$ cat src/rtl/count_seek_pkg.sv
// Shared types and the seek-direction helper for count_seek.
// COUNT_SEEK_WRAP_EN selects a shortest-path direction through counter wrap-around.
package count_pkg;

    localparam int CNT_W = 15;
    localparam logic [CNT_W-1:0] HALF_RANGE = {1'b1, {(CNT_W-1){1'b0}}};

    typedef enum logic [2:0] {
        IDLE,
        LOAD,
        SEEK,
        STEP,
        SETTLE,
        DONE
    } seek_state_t;

    typedef enum logic [1:0] {
        DIR_NONE,
        DIR_UP,
        DIR_DOWN
    } seek_dir_t;

    // Which way to strobe the counter to bring q closer to tgt.
    function automatic seek_dir_t seek_dir(input logic [CNT_W-1:0] q,
                                           input logic [CNT_W-1:0] tgt);
        logic [CNT_W-1:0] d;
        seek_dir_t        dir;
        d = tgt - q;
        if (d == '0) begin
            dir = DIR_NONE;
        end else begin
`ifdef COUNT_SEEK_WRAP_EN
            // Forward distance up to half the range (tie included) goes up.
            dir = (d <= HALF_RANGE) ? DIR_UP : DIR_DOWN;
`else
            dir = (tgt > q) ? DIR_UP : DIR_DOWN;
`endif
        end
        return dir;
    endfunction

endpackage

$ cat src/rtl/count_seek_tick_gen.sv
// Step prescaler: counts while enabled, clears synchronously, flags TICK_DIV-1.
module tick_gen #(
    parameter int TICK_DIV = 4
) (
    input  logic clk,
    input  logic reset,
    input  logic clr,
    input  logic en,
    output logic tc
);

    localparam int PW = $clog2(TICK_DIV + 1);
    localparam logic [PW-1:0] LAST = PW'(TICK_DIV - 1);

    logic [PW-1:0] cnt_reg;

    always_ff @(posedge clk) begin
        if (reset || clr) begin
            cnt_reg <= '0;
        end else if (en) begin
            cnt_reg <= (cnt_reg == LAST) ? '0 : cnt_reg + PW'(1);
        end
    end

    assign tc = (cnt_reg == LAST);

endmodule

$ cat src/rtl/count_seek.sv
// Step sequencer driving Up/Dw/LD of a loadable up/down counter toward a target.
// Define COUNT_SEEK_WRAP_EN for shortest-path seeking across the counter wrap point.
module count_seek
    import count_pkg::*;
#(
    parameter int TICK_DIV = 4,
    parameter int W        = CNT_W
) (
    input  logic         clk,
    input  logic         reset,
    input  logic         start,
    input  logic [W-1:0] target,
    input  logic         ld_req,
    input  logic [W-1:0] ld_val,
    input  logic         abort,
    input  logic [W-1:0] Q,
    output logic         Up,
    output logic         Dw,
    output logic         LD,
    output logic [W-1:0] Din,
    output logic         busy,
    output logic         done
);

    seek_state_t  state_reg;
    logic [W-1:0] tgq_reg;
    logic [W-1:0] ldv_reg;
    logic         tick_tc;
    logic         q_hit;
    seek_dir_t    dir;

    assign q_hit = (Q == tgq_reg);
    assign dir   = seek_dir(Q, tgq_reg);

    // Prescaler runs only while waiting in SEEK, so each step period restarts at 0.
    tick_gen #(.TICK_DIV(TICK_DIV)) u_tick (
        .clk  (clk),
        .reset(reset),
        .clr  (state_reg != SEEK),
        .en   (state_reg == SEEK),
        .tc   (tick_tc)
    );

    always_ff @(posedge clk) begin
        if (reset) begin
            state_reg <= IDLE;
            tgq_reg   <= '0;
            ldv_reg   <= '0;
        end else begin
            unique case (state_reg)
                IDLE: begin
                    if (ld_req) begin
                        ldv_reg   <= ld_val;
                        state_reg <= LOAD;
                    end else if (start) begin
                        tgq_reg   <= target;
                        state_reg <= SEEK;
                    end
                end
                LOAD: state_reg <= IDLE;
                SEEK, STEP, SETTLE: begin
                    if (abort) begin
                        state_reg <= IDLE;
                    end else begin
                        if (start) begin
                            tgq_reg <= target;
                        end
                        if (state_reg == SEEK) begin
                            if (q_hit) begin
                                state_reg <= DONE;
                            end else if (tick_tc) begin
                                state_reg <= STEP;
                            end
                        end else if (state_reg == STEP) begin
                            state_reg <= SETTLE;
                        end else begin
                            state_reg <= SEEK;
                        end
                    end
                end
                DONE:    state_reg <= IDLE;
                default: state_reg <= IDLE;
            endcase
        end
    end

    // Abort in STEP kills the strobe of that same cycle.
    assign Up   = (state_reg == STEP) && !abort && (dir == DIR_UP);
    assign Dw   = (state_reg == STEP) && !abort && (dir == DIR_DOWN);
    assign LD   = (state_reg == LOAD);
    assign Din  = LD ? ldv_reg : '0;
    assign busy = (state_reg != IDLE);
    assign done = (state_reg == DONE);

endmodule

$ cat config.mk
export PLATFORM = sky130hd
export DESIGN_NAME = count_seek
export DESIGN_NICKNAME = d
export VERILOG_FILES = /design/src/rtl/count_seek_pkg.sv /design/src/rtl/count_seek_tick_gen.sv /design/src/rtl/count_seek.sv
export SDC_FILE = /design/constraint.sdc
export NUM_CORES = 1
export LEC_CHECK = 0
export ABC_AREA = 1
export CAP_MARGIN = 20
export CORE_MARGIN = 1
export CORE_UTILIZATION = 54
export CTS_BUF_LIST = sky130_fd_sc_hd__clkbuf_4 sky130_fd_sc_hd__clkbuf_8
export CTS_CLUSTER_DIAMETER = 50
export DETAILED_ROUTE_END_ITERATION = 6
export MAX_ROUTING_LAYER = met4
export PLACE_DENSITY = 0.88
export SYNTH_ARGS = -nofsm -noshare
export SYNTH_HDL_FRONTEND = slang
export SYNTH_SLANG_ARGS = --single-unit
$ cat constraint.sdc
create_clock -name clk -period 4.6 [get_ports clk]
set_input_delay 0.92 -clock clk [delete_from_list [all_inputs] [get_ports clk]]
set_output_delay 0.92 -clock clk [all_outputs]
set_load 0.05 [all_outputs]
Word level (Yosys, flattened, before mapping)
Cells that the tools add are included.
{"block": "word_totals", "elab_cells": 50, "out_inout_bits": 20, "register_bits": 36, "in_bits": 50}
{"block": "classes", "add_sub_neg": 2, "n_eq_ne": 14, "n_reduce_logical": 13, "n_mux": 16, "magnitude_cmp": 1}
{"op": "$mux W15", "n": 4}
{"op": "$pmux W15 S2", "n": 1}
{"op": "$mux W3", "n": 8}
{"op": "$eq A15 B15 Y1", "n": 1}
{"op": "$gt A15 B15 Y1", "n": 1}
{"op": "$logic_not A15 Y1", "n": 1}
{"op": "$sub A15 B15 Y15", "n": 1}
{"op": "$eq A3 B2 Y1 const B", "n": 3}
{"op": "$eq A3 B3 Y1 const B", "n": 2}
{"op": "$pmux W3 S2", "n": 1}
{"op": "$ne A5 B5 Y1 const B", "n": 1}
{"op": "$mux W2", "n": 2}
{"op": "$ne A2 B2 Y1 const B", "n": 2}
{"op": "$reduce_and A2 Y1", "n": 2}
{"op": "$add A3 B1 Y3 const B", "n": 1}
{"op": "$eq A3 B1 Y1 const B", "n": 1}
{"op": "$logic_and A1 B1 Y1", "n": 3}
{"op": "$logic_not A3 Y1", "n": 1}
{"op": "$ne A3 B2 Y1 const B", "n": 1}
{"op": "$ne A3 B3 Y1 const B", "n": 1}
{"op": "$reduce_and A3 Y1", "n": 1}
{"op": "$reduce_bool A3 Y1", "n": 1}
{"op": "$reduce_or A3 Y1", "n": 1}
{"op": "$eq A2 B1 Y1 const B", "n": 1}
{"op": "4 further kinds", "n": 4}

Longest topological paths before layout
Gate-level depths: netlist of run 1.
{"block": "depth", "word_depth": 6, "depth_mapped": 15, "depth_no_buf": 15}

Cells and area by module
Synthesis of run 1 repeated with hierarchy kept, for this count alone.
{"block": "unflattened", "cells_unflattened": 423, "area_unflattened_um2": 2655.0}
{"mod": "count_seek", "area_per_inst_um2": 2512.4, "seq_area_each_um2": 660.6, "cells_per_inst": 404, "n_inst": 1}
{"mod": "tick_gen", "area_per_inst_um2": 142.6, "seq_area_each_um2": 60.1, "cells_per_inst": 19, "n_inst": 1}

Worst setup path before layout of run 1
No wires, ideal clock.
{"block": "synth_timing", "path_type": "input to output", "from": "input port Q[2]", "to": "output port Dw", "path_slack_ns": 1.031, "arrival_time_ns": 2.649, "cell_stages": 12, "required_time_ns": 3.680, "n_path_buf": 0, "cell_sequence": "inv_1 > ha_1 > or2_1 > nand3_2 > nand2_2 > nand3_1 > nand2_1 > nand2_1 > nand2_1 > nand3_1 > nor2_2 > nor2_1"}
{"block": "synth_via", "elab_chain_len": 5, "word_cells_on_any_way": 7, "classes_between": "add/sub: 1; order compare: 1; eq/ne: 1; mux: 2; reduce/logical: 2"}
{"item": "start: declaration", "line_no": "count_seek.sv:16", "source": "input logic [W-1:0] Q,"}
{"item": "$sub A15 B15 Y15 / $gt A15 B15 Y1 (equally long branches)", "line_no": "count_seek_pkg.sv:28, count_seek_pkg.sv:36"}
{"item": "$logic_not A15 Y1 / $mux W2 (equally long branches)", "line_no": "count_seek_pkg.sv:29, count_seek_pkg.sv:36"}
{"item": "$mux W2 *", "line_no": "count_seek_pkg.sv:29", "source": "if (d == '0) begin"}
{"item": "$eq A2 B2 Y1 *", "line_no": "count_seek.sv:89", "source": "assign Dw = (state_reg == STEP) && !abort && (dir == DIR_DOWN);"}
{"item": "$logic_and A1 B1 Y1 *", "line_no": "count_seek.sv:89"}
{"item": "end: declaration", "line_no": "count_seek.sv:18", "source": "output logic Dw,"}
Every way passes the cells marked *; elsewhere a longest branch is shown, timed or not.

Final worst setup path of run 1
{"block": "layout_timing", "from": "input port Q[8]", "to": "output port Dw"}
Same word-level chain as after synthesis.

==> flow_summary.ini, run 1 <==
[sta]
hold_violations = 0
fin_worst_skew_ns = 0.002635
worst_slew_pin_slew_ns = 0.7480
final.setup.tns_ns = 0
fin_ws_ns = 0.7031
setup_viol = 0
slew_headroom = 0.5008
grt_setup_unrepaired = no
final_period_minus_worst_setup_slack_ns = 3.897
final-max-slew-violation-count = 0
max_freq_mhz = 256.6
finalCritPeriodShare = 0.8472

[floorplan]
fp.dieW_um = 69.99
boundaryPins = 70
core_area_sq_um = 4384
placement_rows = 24
die_height_um = 69.99
die_area_sq_um = 4899
starting_density = 0.5693

[final_layout]
area_growth_pct = 32.13
design.final.nets = 550
final_layout_size_suffix_gt1_frac = 0.05361
antenna-diode-count = 0
layout.filler_cells = 358

[setup_path]
r2r_cells = 9
crit_path_max_incr_delay_ns = 0.45
startpoint_type = primary input
worst_ep_required_time_ns = 3.68
critical_path.startpoint = Q[8]
timing.critical_path.fanout_max = 5
r2r_end = state_reg[1]
timing.critical_path.cells = clkdlybuf4s50_1, inv_1, ha_1, nand2_1, inv_1, nand2_1, nand2_1, a21oi_1, nand2_1, nand2_1, nand2_1, nor2_1, nand2_1, nor2_2, nor2_1, buf_4
timing.critical_path.to_type = primary output
cp.arrival_ns = 2.98
path_class = primary input to primary output
r2r_slack_ns = 2.70
crit_slowest_cell = sky130_fd_sc_hd__clkdlybuf4s50_1
critical-path-top-cell-by-count = sky130_fd_sc_hd__nand2_1
regToRegStartpoint = tgq_reg[12]

[run]
cap_violations = 0

[route]
wl_met1_mm = 2.598
drtAntennaViolNets = 0
drt_pass1_iterations = 5
dr.first_iter.drc_count = 203
top_layer = met4
detail_route.vias_per_cell = 5.045
drcViolationCount = 0
finalWirelength_mm = 6.087
routedWlPerCell_um = 11.34
route.vias.total = 2709
met2_length_mm = 3.014
met3WireLength_um = 402

[placement]
place_congestion = 0.9603
port_buffers = 69
pre_cts_slack_ns = 0.7069
place_hpwl_mm = 4.936

[min_path]
worst_hold_path.endpoint = u_tick.cnt_reg[0]
worstHoldPathType = register to register
hold_depth = 1
holdCritStartpoint = u_tick.cnt_reg[0]

[global_route]
grt_usage = 0.2725
grt_first_pass_wirelength_mm = 10.70
grt_max_degree = 33
globalRouteOverflowTotal = 0
number_of_antenna_violations_at_the_first_check_in_global_routing = 0
first_global_vias = 2608

[logic_synthesis]
edff_count_synth = 0
netlist.area_leader.share = 0.2887
synth.yosys.seq_area_share = 0.2887
ys_top_cells_by_area = sky130_fd_sc_hd__dfxtp_1, sky130_fd_sc_hd__nand2_1, sky130_fd_sc_hd__inv_1, sky130_fd_sc_hd__nor2_1, sky130_fd_sc_hd__ha_1
yosys-top-cells-count = sky130_fd_sc_hd__nand2_1, sky130_fd_sc_hd__inv_1, sky130_fd_sc_hd__nor2_1, sky130_fd_sc_hd__dfxtp_1, sky130_fd_sc_hd__o21ai_0
synthesis.instances = 416
synth-async-reset-ratio = 0
synth.most_common_cell = sky130_fd_sc_hd__nand2_1
ys_warn_count = 0
synth.net_count = 482
netlist_area_sq_um = 2496
synthDominantAreaCellType = sky130_fd_sc_hd__dfxtp_1
synth_cell_type_count = 27
synth.ff_latch_count = 36
syn-mean-instance-area_sq_um = 6.000
synth-main-ff-cell = sky130_fd_sc_hd__dfxtp_1

[power_and_ir_drop]
totalPowerFinal_uw = 1008
static-leakage-power_uw = 0.001635
vdd_drop_max_uv = 230.1
power-per-cell-area_nw_per_um2 = 305.7

[clocking]
worst_skew_pair.late_latency_ns = 0.29
numCtsBuffers = 5
tritoncts_clock_tree = yes
post-cts-setup-buffer-count = 0
clock_tree.htree_level_count = 2
max-clock-path-buffers = 2
clk_transition_reported_paths_ns = 0.07
postCtsResizedCells = 0
cts_hold_buffers = 0
clockRootBuffer = sky130_fd_sc_hd__clkbuf_8
cts_sinks = 36

[run_status]
outcome = completed
[power by group]
group	switching (uW)	internal [uW]	total [uW]
sequential	18.3	350	368
combinational	250	158	407
clock	113	119	233
[cell families after synthesis]
kind of cell / Yosys count / share of synthesized area
and+or+nand+nor: 210 / 0.3549
buffers and inverters: 89 / 0.1409
AOI/OAI and AO/OA: 65 / 0.1353
DFF: 36 / 0.2887
adders and majority gates: 16 / 0.08020
[layout make-up]
| type | count | area, sq um | share of cell area |
|---|---|---|---|
| clock buffer | 6 | 82.58 | 0.02504 |
| clock inverter | 2 | 10.01 | 0.003035 |
| inverter | 80 | 302.8 | 0.09181 |
| multi-input combinational | 291 | 1424 | 0.4317 |
| sequential | 36 | 720.7 | 0.2185 |
| tap | 52 | 65.06 | 0.01973 |
| timing repair buffer | 70 | 693.2 | 0.2102 |
[metrics by stage]
stage               area, sq um  hold WS [ns]  cells  utilization
floorplan                  2496        0.4049    416            -
global placement           3206        0.4150    529       0.7312
CTS                        3298        0.4338    537       0.7523
global route               3298        0.4580    537       0.7523
finish                     3298        0.4316    537       0.7523
detailed placement         3206        0.4237    529       0.7312
[cells in the final DEF, fill, tap and decap left out, drive strengths merged]
cell type,count
buf,3
o21bai,1
nand3,24
a211oi,1
or2,2
nand3b,3
nor3b,1
clkbuf,6
nor3,2
dfxtp,36
nand4,5
nor2,72
inv,80
o21ai,35
clkinv,2
nand2,99
a21oi,28
and2,2
ha,16
clkdlybuf4s50,67
[worst max-delay path by stage]
stage          depth (start not counted)  slack (ns)  endpoint
2_1_floorplan                         12        1.03        Dw
3_3_place_gp                          16        0.71        Up
3_5_place_dp                          15        0.71        Dw
4_1_cts                               16        0.70        Dw
5_1_grt                               16        0.46        Up
6_report                              16        0.70        Dw
[per-layer routing]
layer  track usage  up-vias
met2        0.4797       77
met1        0.3070     1201
met3       0.05483        8
li1              -     1423
met5             -        -
met4       0.09111        0
[critical path: cells and delay by family]
kind,cells,cell delay (ns)
AOI/OAI and AO/OA,1,0.17
adders and majority gates,1,0.36
buffers and inverters,4,0.74
and+or+nand+nor,10,0.78
Note: power is estimated with default switching activity, not from simulation.
==> run 2: changes to the inputs <==
--- a/config.mk
+++ b/config.mk
@@ -8,12 +8,12 @@
 export ABC_AREA = 1
 export CAP_MARGIN = 20
 export CORE_MARGIN = 1
-export CORE_UTILIZATION = 54
+export CORE_UTILIZATION = 45
 export CTS_BUF_LIST = sky130_fd_sc_hd__clkbuf_4 sky130_fd_sc_hd__clkbuf_8
 export CTS_CLUSTER_DIAMETER = 50
 export DETAILED_ROUTE_END_ITERATION = 6
 export MAX_ROUTING_LAYER = met4
-export PLACE_DENSITY = 0.88
+export PLACE_DENSITY = 0.78
 export SYNTH_ARGS = -nofsm -noshare
 export SYNTH_HDL_FRONTEND = slang
 export SYNTH_SLANG_ARGS = --single-unit
==> constraint.sdc (replaced) <==
create_clock -name clk -period 3.4 [get_ports clk]
set_input_delay 0.68 -clock clk [delete_from_list [all_inputs] [get_ports clk]]
set_output_delay 0.68 -clock clk [all_outputs]
set_load 0.05 [all_outputs]
==> run 2 against run 1 <==
Compared with the run above: the flow now finishes with violations (setup timing); first-iteration DRC count down 2.5%; final cell count up 6.0%; global-route usage down 3.3 points; wire length up 20%; via count up 4.3%; cell area up 18%; clock-buffer cell count up 1; register-to-register slack worse by 1.2 ns; die area up 19%; sequential power up 38%; critical endpoint unchanged; largest power group unchanged.
==> flow_summary.ini, run 2 (synthesis gave the netlist of run 1 again) <==
[run_status]
outcome = finished with violations
failed_checks = setup timing

[route]
wl_met1_mm = 3.164
detail_route.vias_per_cell = 4.967
top_layer = met4
drcViolationCount = 0
route.vias.total = 2826
drt_pass1_iterations = 4
met3WireLength_um = 415
drtAntennaViolNets = 0
routedWlPerCell_um = 12.85
dr.first_iter.drc_count = 198
finalWirelength_mm = 7.311
met2_length_mm = 3.617

[placement]
pre_cts_slack_ns = -0.06566
place_congestion = 0.8818
port_buffers = 69
place_hpwl_mm = 5.090

[setup_path]
timing.critical_path.fanout_max = 4
startpoint_type = primary input
cp.arrival_ns = 2.79
path_class = primary input to primary output
timing.critical_path.to_type = primary output
worst_ep_required_time_ns = 2.72

[power_and_ir_drop]
power-per-cell-area_nw_per_um2 = 406.8
vdd_drop_max_uv = 333.1
totalPowerFinal_uw = 1586
static-leakage-power_uw = 0.001804

[sta]
slew_headroom = 0.4760
finalCritPeriodShare = 1.020
fin_ws_ns = -0.06894
final.setup.tns_ns = -0.1371
worst_slew_pin_slew_ns = 0.7852
setup_viol = 2
final-max-slew-violation-count = 0
max_freq_mhz = 288.3
hold_violations = 0
final_period_minus_worst_setup_slack_ns = 3.469
fin_worst_skew_ns = 0.004621

[run]
cap_violations = 0

[floorplan]
die_height_um = 76.48
die_area_sq_um = 5849
boundaryPins = 70
core_area_sq_um = 5238
fp.dieW_um = 76.48
starting_density = 0.4766
placement_rows = 26

[clocking]
cts_sinks = 36
clock_tree.htree_level_count = 2
numCtsBuffers = 5
worst_skew_pair.late_latency_ns = 0.28
max-clock-path-buffers = 2
clockRootBuffer = sky130_fd_sc_hd__clkbuf_8
cts_hold_buffers = 0
tritoncts_clock_tree = yes
clk_transition_reported_paths_ns = 0.07

[global_route]
number_of_antenna_violations_at_the_first_check_in_global_routing = 0
grt_usage = 0.2397
globalRouteOverflowTotal = 0
grt_first_pass_wirelength_mm = 11.30
first_global_vias = 2709
grt_max_degree = 33

[final_layout]
area_growth_pct = 56.19
final_layout_size_suffix_gt1_frac = 0.2345
design.final.nets = 565
layout.cells.most_common_list = sky130_fd_sc_hd__inv_1, sky130_fd_sc_hd__nand2_1, sky130_fd_sc_hd__clkdlybuf4s50_1
antenna-diode-count = 0
final_common_cell = sky130_fd_sc_hd__inv_1

[min_path]
worstHoldPathType = register to register
-- run 2: power by group --
part | internal (uW) | switching (uW) | total [uW]
Combinational | 319 | 436 | 755
Sequential | 473 | 34.6 | 508
Clock | 180 | 143 | 323
-- run 2: final timing paths --
check / end / depth (start not counted) / slack [ns] / start
worst min-delay path: u_tick.cnt_reg[0] / 1 / 0.43 / u_tick.cnt_reg[0]
worst max register to register: state_reg[1] / 9 / 1.48 / tgq_reg[12]
worst min register to register: u_tick.cnt_reg[0] / 1 / 0.43 / u_tick.cnt_reg[0]
worst max-delay path: Dw / 15 / -0.07 / Q[6]
-- run 2: metal layers --
| metal | vias up | global-route usage |
|---|---|---|
| li1 | 1455 | - |
| met1 | 1275 | 0.2754 |
| met2 | 83 | 0.4108 |
| met3 | 13 | 0.05509 |
| met4 | 0 | 0.07692 |
| met5 | - | - |
-- run 2: area by class of cell --
cell class | instances | area (sq um)
Sequential cell | 36 | 720.7
Timing Repair Buffer | 85 | 840.8
Multi-Input combinational cell | 291 | 1848
Inverter | 80 | 305.3
Clock buffer | 7 | 96.34
Tap cell | 70 | 87.58
Fill cell | 404 | 1339
-- run 2: timing repair --
item | CTS | global route
endpoints found under the setup margin | 2 | 2
buffers inserted | 0 | 1
pin swaps | 1 | 31
cloned | 0 | 0
gates resized for setup | 19 | 86
-- run 2: stage by stage --
stage / area, sq um / std cells / utilization / hold WS [ns]
2_1_floorplan: 2496 / 416 / - / 0.4049
3_3_place_gp: 3358 / 561 / 0.6412 / 0.4175
3_5_place_dp: 3358 / 561 / 0.6412 / 0.4284
4_1_cts: 3577 / 568 / 0.6830 / 0.4382
5_1_grt: 3899 / 569 / 0.7444 / 0.4541
6_report: 3899 / 569 / 0.7444 / 0.4338
-- run 2: critical path: stages --
cell and delay (ns):
sky130_fd_sc_hd__clkdlybuf4s50_1 0.47, sky130_fd_sc_hd__inv_2 0.05, sky130_fd_sc_hd__ha_4 0.30, sky130_fd_sc_hd__nand2_4 0.07
sky130_fd_sc_hd__nor2_4 0.13, sky130_fd_sc_hd__nand3_2 0.10, sky130_fd_sc_hd__nand2_1 0.09, sky130_fd_sc_hd__nand2_1 0.06
sky130_fd_sc_hd__nand2_1 0.12, sky130_fd_sc_hd__nand3_2 0.12, sky130_fd_sc_hd__nor2_4 0.14, sky130_fd_sc_hd__nand3_2 0.09
sky130_fd_sc_hd__nor2_4 0.16, sky130_fd_sc_hd__nor2_4 0.05, sky130_fd_sc_hd__buf_12 0.14
